## src/rtl/l2_miss_fill_unit.sv

```systemverilog
// rtl/l2_miss_fill_unit.sv - L2 miss queue, victim writeback and line fill engine
package l2_miss_fill_pkg;
  typedef struct packed {
    logic [25:0] address;  // line address (byte address >> 6)
    logic [5:0]  id;
  } l2req_packet_t;
endpackage

module l2_miss_fill_unit
  import l2_miss_fill_pkg::*;
#(
  parameter int QUEUE_DEPTH = 4,
  parameter int BEAT_WIDTH  = 32
) (
  input  logic                  clk,
  input  logic                  reset,
  input  logic                  miss_valid,
  output logic                  miss_ready,
  input  l2req_packet_t         miss_packet,
  input  logic                  miss_needs_writeback,
  input  logic [25:0]           miss_writeback_addr,
  input  logic [511:0]          miss_writeback_data,
  output logic                  mem_req,
  output logic                  mem_write,
  output logic [31:0]           mem_addr,
  output logic [BEAT_WIDTH-1:0] mem_wdata,
  input  logic                  mem_ack,
  input  logic [BEAT_WIDTH-1:0] mem_rdata,
  output logic                  fill_valid,
  output l2req_packet_t         fill_packet,
  output logic [511:0]          fill_data,
  input  logic                  fill_ack,
  output logic                  pc_event_writeback
);
  localparam int LINE_BITS  = 512;
  localparam int BEATS      = LINE_BITS / BEAT_WIDTH;
  localparam int BEAT_BYTES = BEAT_WIDTH / 8;
  localparam int IDX_W      = $clog2(QUEUE_DEPTH);
  localparam int PTR_W      = IDX_W + 1;
  // One spare bit so an overrun of the last beat is observable
  localparam int BEAT_W     = $clog2(BEATS) + 1;
  localparam logic [BEAT_W-1:0] LAST_BEAT = BEAT_W'(BEATS - 1);
  localparam logic [LINE_BITS-1:0] BEAT_MASK = {{(LINE_BITS-BEAT_WIDTH){1'b0}}, {BEAT_WIDTH{1'b1}}};

  typedef enum logic [1:0] {S_IDLE, S_WRITEBACK, S_READ, S_FILL} state_t;

  state_t                state_q, state_d;
  logic [BEAT_W-1:0]     beat_q, beat_d;
  logic [PTR_W-1:0]      wr_ptr_q, wr_ptr_d, rd_ptr_q, rd_ptr_d;
  logic                  pc_evt_q, pc_evt_d;
  logic [LINE_BITS-1:0]  line_q, line_d;

  l2req_packet_t         pkt_q  [QUEUE_DEPTH];
  l2req_packet_t         pkt_d  [QUEUE_DEPTH];
  logic                  need_q [QUEUE_DEPTH];
  logic                  need_d [QUEUE_DEPTH];
  logic [25:0]           wba_q  [QUEUE_DEPTH];
  logic [25:0]           wba_d  [QUEUE_DEPTH];
  logic [LINE_BITS-1:0]  wbd_q  [QUEUE_DEPTH];
  logic [LINE_BITS-1:0]  wbd_d  [QUEUE_DEPTH];

  logic                  empty, full, enq, deq;
  logic [IDX_W-1:0]      wr_idx, rd_idx;
  logic [31:0]           beat_off, beat_shift;
  logic                  last_beat;

  assign wr_idx     = wr_ptr_q[IDX_W-1:0];
  assign rd_idx     = rd_ptr_q[IDX_W-1:0];
  assign empty      = (wr_ptr_q == rd_ptr_q);
  assign full       = (wr_ptr_q[PTR_W-1] != rd_ptr_q[PTR_W-1]) && (wr_idx == rd_idx);
  assign miss_ready = !full;
  assign enq        = miss_valid && !full;
  assign beat_off   = 32'(beat_q) * 32'(BEAT_BYTES);
  // Beat 0 is the most significant word of the line
  assign beat_shift = (32'(BEATS - 1) - 32'(beat_q)) * 32'(BEAT_WIDTH);
  assign last_beat  = (beat_q == LAST_BEAT);
  assign pc_event_writeback = pc_evt_q;

  // Queue storage: victim address/data are captured once, at enqueue
  always_comb begin
    pkt_d  = pkt_q;
    need_d = need_q;
    wba_d  = wba_q;
    wbd_d  = wbd_q;
    if (enq) begin
      pkt_d[wr_idx]  = miss_packet;
      need_d[wr_idx] = miss_needs_writeback;
      wba_d[wr_idx]  = miss_writeback_addr;
      wbd_d[wr_idx]  = miss_writeback_data;
    end
  end

  // Pointer update; simultaneous enqueue and dequeue both take effect
  always_comb begin
    wr_ptr_d = wr_ptr_q + PTR_W'(enq);
    rd_ptr_d = rd_ptr_q + PTR_W'(deq);
  end

  // Head-of-queue FSM: writeback victim, read line, present fill
  always_comb begin
    state_d     = state_q;
    beat_d      = beat_q;
    pc_evt_d    = 1'b0;
    line_d      = line_q;
    deq         = 1'b0;
    mem_req     = 1'b0;
    mem_write   = 1'b0;
    mem_addr    = '0;
    mem_wdata   = '0;
    fill_valid  = 1'b0;
    fill_packet = '0;
    fill_data   = '0;
    case (state_q)
      S_IDLE: begin
        beat_d = '0;
        if (!empty) state_d = need_q[rd_idx] ? S_WRITEBACK : S_READ;
      end
      S_WRITEBACK: begin
        mem_req   = 1'b1;
        mem_write = 1'b1;
        mem_addr  = {wba_q[rd_idx], 6'b0} + beat_off;
        mem_wdata = BEAT_WIDTH'(wbd_q[rd_idx] >> beat_shift);
        if (mem_ack) begin
          if (last_beat) begin
            beat_d   = '0;
            pc_evt_d = 1'b1;
            state_d  = S_READ;
          end else begin
            beat_d = beat_q + 1'b1;
          end
        end
      end
      S_READ: begin
        mem_req  = 1'b1;
        mem_addr = {pkt_q[rd_idx].address, 6'b0} + beat_off;
        if (mem_ack) begin
          line_d = (line_q & ~(BEAT_MASK << beat_shift)) | (LINE_BITS'(mem_rdata) << beat_shift);
          if (last_beat) begin
            beat_d  = '0;
            state_d = S_FILL;
          end else begin
            beat_d = beat_q + 1'b1;
          end
        end
      end
      S_FILL: begin
        fill_valid  = 1'b1;
        fill_packet = pkt_q[rd_idx];
        fill_data   = line_q;
        if (fill_ack) begin
          deq     = 1'b1;
          state_d = S_IDLE;
        end
      end
      default: state_d = S_IDLE;
    endcase
  end

  // Control state with asynchronous clear
  always_ff @(posedge clk or posedge reset) begin
    if (reset) begin
      state_q  <= S_IDLE;
      beat_q   <= '0;
      wr_ptr_q <= '0;
      rd_ptr_q <= '0;
      pc_evt_q <= 1'b0;
      line_q   <= '0;
    end else begin
      state_q  <= state_d;
      beat_q   <= beat_d;
      wr_ptr_q <= wr_ptr_d;
      rd_ptr_q <= rd_ptr_d;
      pc_evt_q <= pc_evt_d;
      line_q   <= line_d;
    end
  end

  // Queue payload needs no reset; validity comes from the pointers
  always_ff @(posedge clk) begin
    pkt_q  <= pkt_d;
    need_q <= need_d;
    wba_q  <= wba_d;
    wbd_q  <= wbd_d;
  end

  a_no_enq_when_full: assert property (@(posedge clk) disable iff (reset) !(enq && full));
  a_beat_in_range:    assert property (@(posedge clk) disable iff (reset) beat_q <= LAST_BEAT);
endmodule

```

## config.mk

```make
export PLATFORM = sky130hd
export DESIGN_NAME = l2_miss_fill_unit
export DESIGN_NICKNAME = d
export VERILOG_FILES = /design/src/rtl/l2_miss_fill_unit.sv
export SDC_FILE = /design/constraint.sdc
export NUM_CORES = 2
export LEC_CHECK = 0
export CORE_AREA = 2 2 470 472
export CTS_CLUSTER_SIZE = 25
export DETAILED_ROUTE_END_ITERATION = 10
export DIE_AREA = 0 0 472 474
export PLACE_DENSITY_LB_ADDON = 0.08
export SLEW_MARGIN = 0
export SYNTH_ARGS = -nofsm -noshare
export SYNTH_HDL_FRONTEND = slang
export SYNTH_SLANG_ARGS = --single-unit
```

## constraint.sdc

```tcl
create_clock -name clk -period 47.1 [get_ports clk]
set_clock_uncertainty 0.15 [all_clocks]
set_input_delay 11.775 -clock clk [delete_from_list [all_inputs] [get_ports clk]]
set_output_delay 11.775 -clock clk [all_outputs]
set_load 0.02 [all_outputs]
```

==> summary.md <==
| Metric | Value |
|---|---|
| Status | finished clean |
| Clock share of power | 28.1% |
| Die Area | 224000 sq um |
| Synth async-reset ratio | 18.7% |
| Kind of cell adding the most delay to the critical path | buffers and inverters |
| Internal | 0.00570 W |
| Vias per cell | 5.93 |
| Nets | 7278 |
| Area leader, netlist | edfxtp_1 |
| Final Setup Violations | 0 |
| Cell mode on critical path | buf_4 |
| Post-Synthesis Cells | 5352 |
| Mean Syn Cell Area | 20.7 sq um |
| Seq. cell area | 81800 sq um |
| Setup crit end kind | primary output |
| PortBufs | 1218 |
| 1st-pass router iterations | 6 |
| HPWL after DPL | 209 mm |
| Core region area | 219000 sq um |
| Maximum VDD drop | 50.6 uV |
| Worst Hold Class | reg -> reg |
| Layout cells sized above 1 | 24.6% |
| Seq pwr share | 41.8% |
| Detailed-route wire length per cell | 32.1 um |
| Crit start category | register |
| Min cycle time layout | 19.53 ns |
| Pins Over Slew Limit | 0 |
| Total CTS buffers | 310 |
| Final period utilization | 41.5% |
| Die height | 474 um |
| Final Hold Viols | 0 |
| Combinational share of power | 30.1% |
| Unique masters post-synth | 57 |
| Post-Place Setup Slack | 28.36 ns |
| Initial antenna violation count | 177 |
| Sw frac | 30.2% |
| Clk root buf | clkbuf_16 |
| Area grow syn2layout | 22.6% |
| YS warnings | 0 |
| Chip width | 472 um |
| Worst reg2reg setup slack | 39.96 ns |
| Switching power | 0.00246 W |
| Post-CTS Setup Repair Bufs | 0 |
| CP bufs+invs | 5 |
| Most common cell in the netlist | edfxtp_1 |
| Ports | 1221 |
| Multi-input gate area | 27900 sq um |
| Reg-to-reg startpoint | rd_ptr_q[0] |
| Fillers | 15600 |
| Setup_tns | 0 ns |
| Row count | 172 |
| Number of global-route vias before repair | 58800 |
| Post-synth top cells | 2284 x edfxtp_1, 693 x mux4_2, 558 x and2_1, 526 x dfrtp_1, 453 x mux2_2 |
| Worst-case reg-to-reg path depth | 11 |
| TritonCTS clock tree | built |
| Worst EP required | 35.17 ns |
| Tightest Pin Transition | 1.33 ns |
| Initial drt markers | 5641 |
| H-Tree Depth | 5 |
| Synth Flop Type | edfxtp_1 |
| Worst-path cell chain | buf_4 > buf_4 > buf_4 > buf_4 > mux4_2 > mux4_2 > mux2i_1 > o22ai_1 > clkdlybuf4s50_1 |
| Slowest CP cell | buf_4 |
| Vias | 58000 |
| Routed WL | 314 mm |
| Initial core utilization | 50.8% |
| Launch point of the worst hold path | line_q[19] |
| Worst EP arrival | 7.60 ns |
| Post-synth EDFFs | 2284 |
| Post-cts hold buffer count | 0 |
| #FFs+latches synth | 2810 |
| Hold EP | line_q[19] |
| GRT Overall Usage | 27.8% |
| Crit-path max FO | 65 |
| Class of the most critical setup path | reg -> out |
| CP peak stage delay | 0.91 ns |
| CTS max path bufs | 4 |
| First-pass GRT wire length | 440 mm |
| ANT nets after route | 0 |
| Final WS setup | 27.57 ns |
| Skew-Pair Late Insertion Delay | 0.93 ns |
| Yosys top cell area share | 61.8% |
| Worst-path clk slew | 0.06 ns |
| R2R Path End | wbd_q[1709] |
| # resized after CTS | 0 |
| Sequential-to-total area share from yosys stat | 73.6% |
| Max Clock Freq | 51.2 MHz |
| Pin count of the biggest net entering global routing | 283 |
| Overflow after GRT | 0 |
| Synth area leaders | edfxtp_1 62%, mux4_2 14%, dfrtp_1 12%, mux2_2 4.6%, and2_1 3.1% |
| Placer congestion estimate | 0.836 |
| RSZ-0062 raised after global routing | no |
| Pleak | 47.6 nW |
| Max cap viols | 0 |
| Hold path cells | 2 |
| Hold_ws | 0.323 ns |
| Pwr/cell area | 60.0 nW/um^2 |
| Clock Sinks | 2810 |
| Worst rel slew slack | 11.2% |
| Mapped Area | 111000 sq um |
| Remaining routing DRC violations | 0 |
[worst max path at each step]
stage           startpoint  depth (start not counted)  slack, ns            end
3_5_place_dp   rd_ptr_q[1]                          9      28.36  mem_wdata[15]
5_1_grt        rd_ptr_q[1]                          9      27.15  mem_wdata[14]
6_report       rd_ptr_q[1]                          9      27.57  mem_wdata[15]
3_3_place_gp   rd_ptr_q[1]                          9      28.39  mem_wdata[15]
4_1_cts        rd_ptr_q[1]                          9      27.36  mem_wdata[15]
2_1_floorplan   miss_valid                          4       9.81      need_q[2]
[flip-flops by register name, indices dropped and copies added, names as in the netlist]
name	count
need_q	4
state_q	2
pkt_q	128
rd_ptr_q	3
wbd_q	2048
wba_q	104
pc_event_writeback	1
wr_ptr_q	3
line_q	512
beat_q	5
[tightest hold or removal path: cells and delay by family, from the launching register on]
kind / cells / cell delay [ns]
compound gates: 1 / 0.06
flops: 1 / 0.33
simple gates: 1 / 0.04
[layout by cell type, fill, tap and decap left out, types with 8 or more instances in the layout]
cell and instances:
nand2b_1 31, diode_2 45, ha_1 11, nand2_1 65
clkbuf_16 314, and2_1 558, clkdlybuf4s50_1 1218, mux2_2 453
mux4_2 693, buf_12 12, clkinv_1 60, dfrtp_1 521
nor2_1 22, o21ai_0 36, nor3_1 11, edfxtp_1 2284
clkbuf_8 10, clkinv_2 39, nand3_1 9, a21oi_1 12
mux2i_1 106, o22ai_1 40, buf_4 100, bufinv_16 24
xor2_1 10, inv_1 8, mux2_1 31, clkbuf_1 71
[through the flow]
| step | utilization, % | total power (W) | instances | area (sq um) |
|---|---|---|---|---|
| detailed placement | 57.8 | 0.00597 | 9216 | 126000 |
| global placement | 57.8 | 0.00594 | 9216 | 126000 |
| global route | 62.2 | 0.00850 | 9771 | 136000 |
| finish | 62.2 | 0.00817 | 9789 | 136000 |
| floorplan | - | 0.00541 | 5353 | 111000 |
| CTS | 62.2 | 0.00827 | 9744 | 136000 |
[power by group through the flow]
stage / logic (W) / clock network, W / registers, W
floorplan: 0.00161 / 0 / 0.00379
global placement: 0.00250 / 0 / 0.00344
detailed placement: 0.00250 / 0 / 0.00346
CTS: 0.00251 / 0.00234 / 0.00342
global route: 0.00261 / 0.00244 / 0.00346
finish: 0.00246 / 0.00230 / 0.00341
[logic make-up (layout without fill, tap and decap cells)]
kind of cell / after synthesis / in the layout / share of synthesized area (%)
AOI/OAI and AO/OA: 123 / 123 / 0.713
xor gates and xnor gates: 12 / 12 / 0.0947
adders and majority gates: 13 / 13 / 0.147
buffers and inverters: 348 / 1868 / 1.35
DFF: 2810 / 2810 / 73.6
muxes: 1286 / 1286 / 20.0
other: 1 / 47 / 0.00338
and+or+nand+nor: 759 / 759 / 4.06
[final cells by class]
cell class	instances	area share [%]
clock buffer	395	6.07
timing repair buffer	1330	9.69
clock inverter	133	0.907
multi-input combinational	2195	20.5
inverter	10	0.0331
antenna	45	0.0827
sequential	2810	60.1
tap	2871	2.64
[layer usage]
layer / routed length (um) / track usage (%) / vias to the layer above / part of all wire (%)
met5: 958 / 0 / - / 0.31
met4: 13100 / 11.6 / 154 / 4.2
li1: - / - / 24100 / -
met2: 146000 / 42.1 / 2255 / 47
met3: 30900 / 9.81 / 681 / 9.9
met1: 123000 / 37.0 / 30800 / 39
Note: power is estimated with default switching activity, not from simulation.
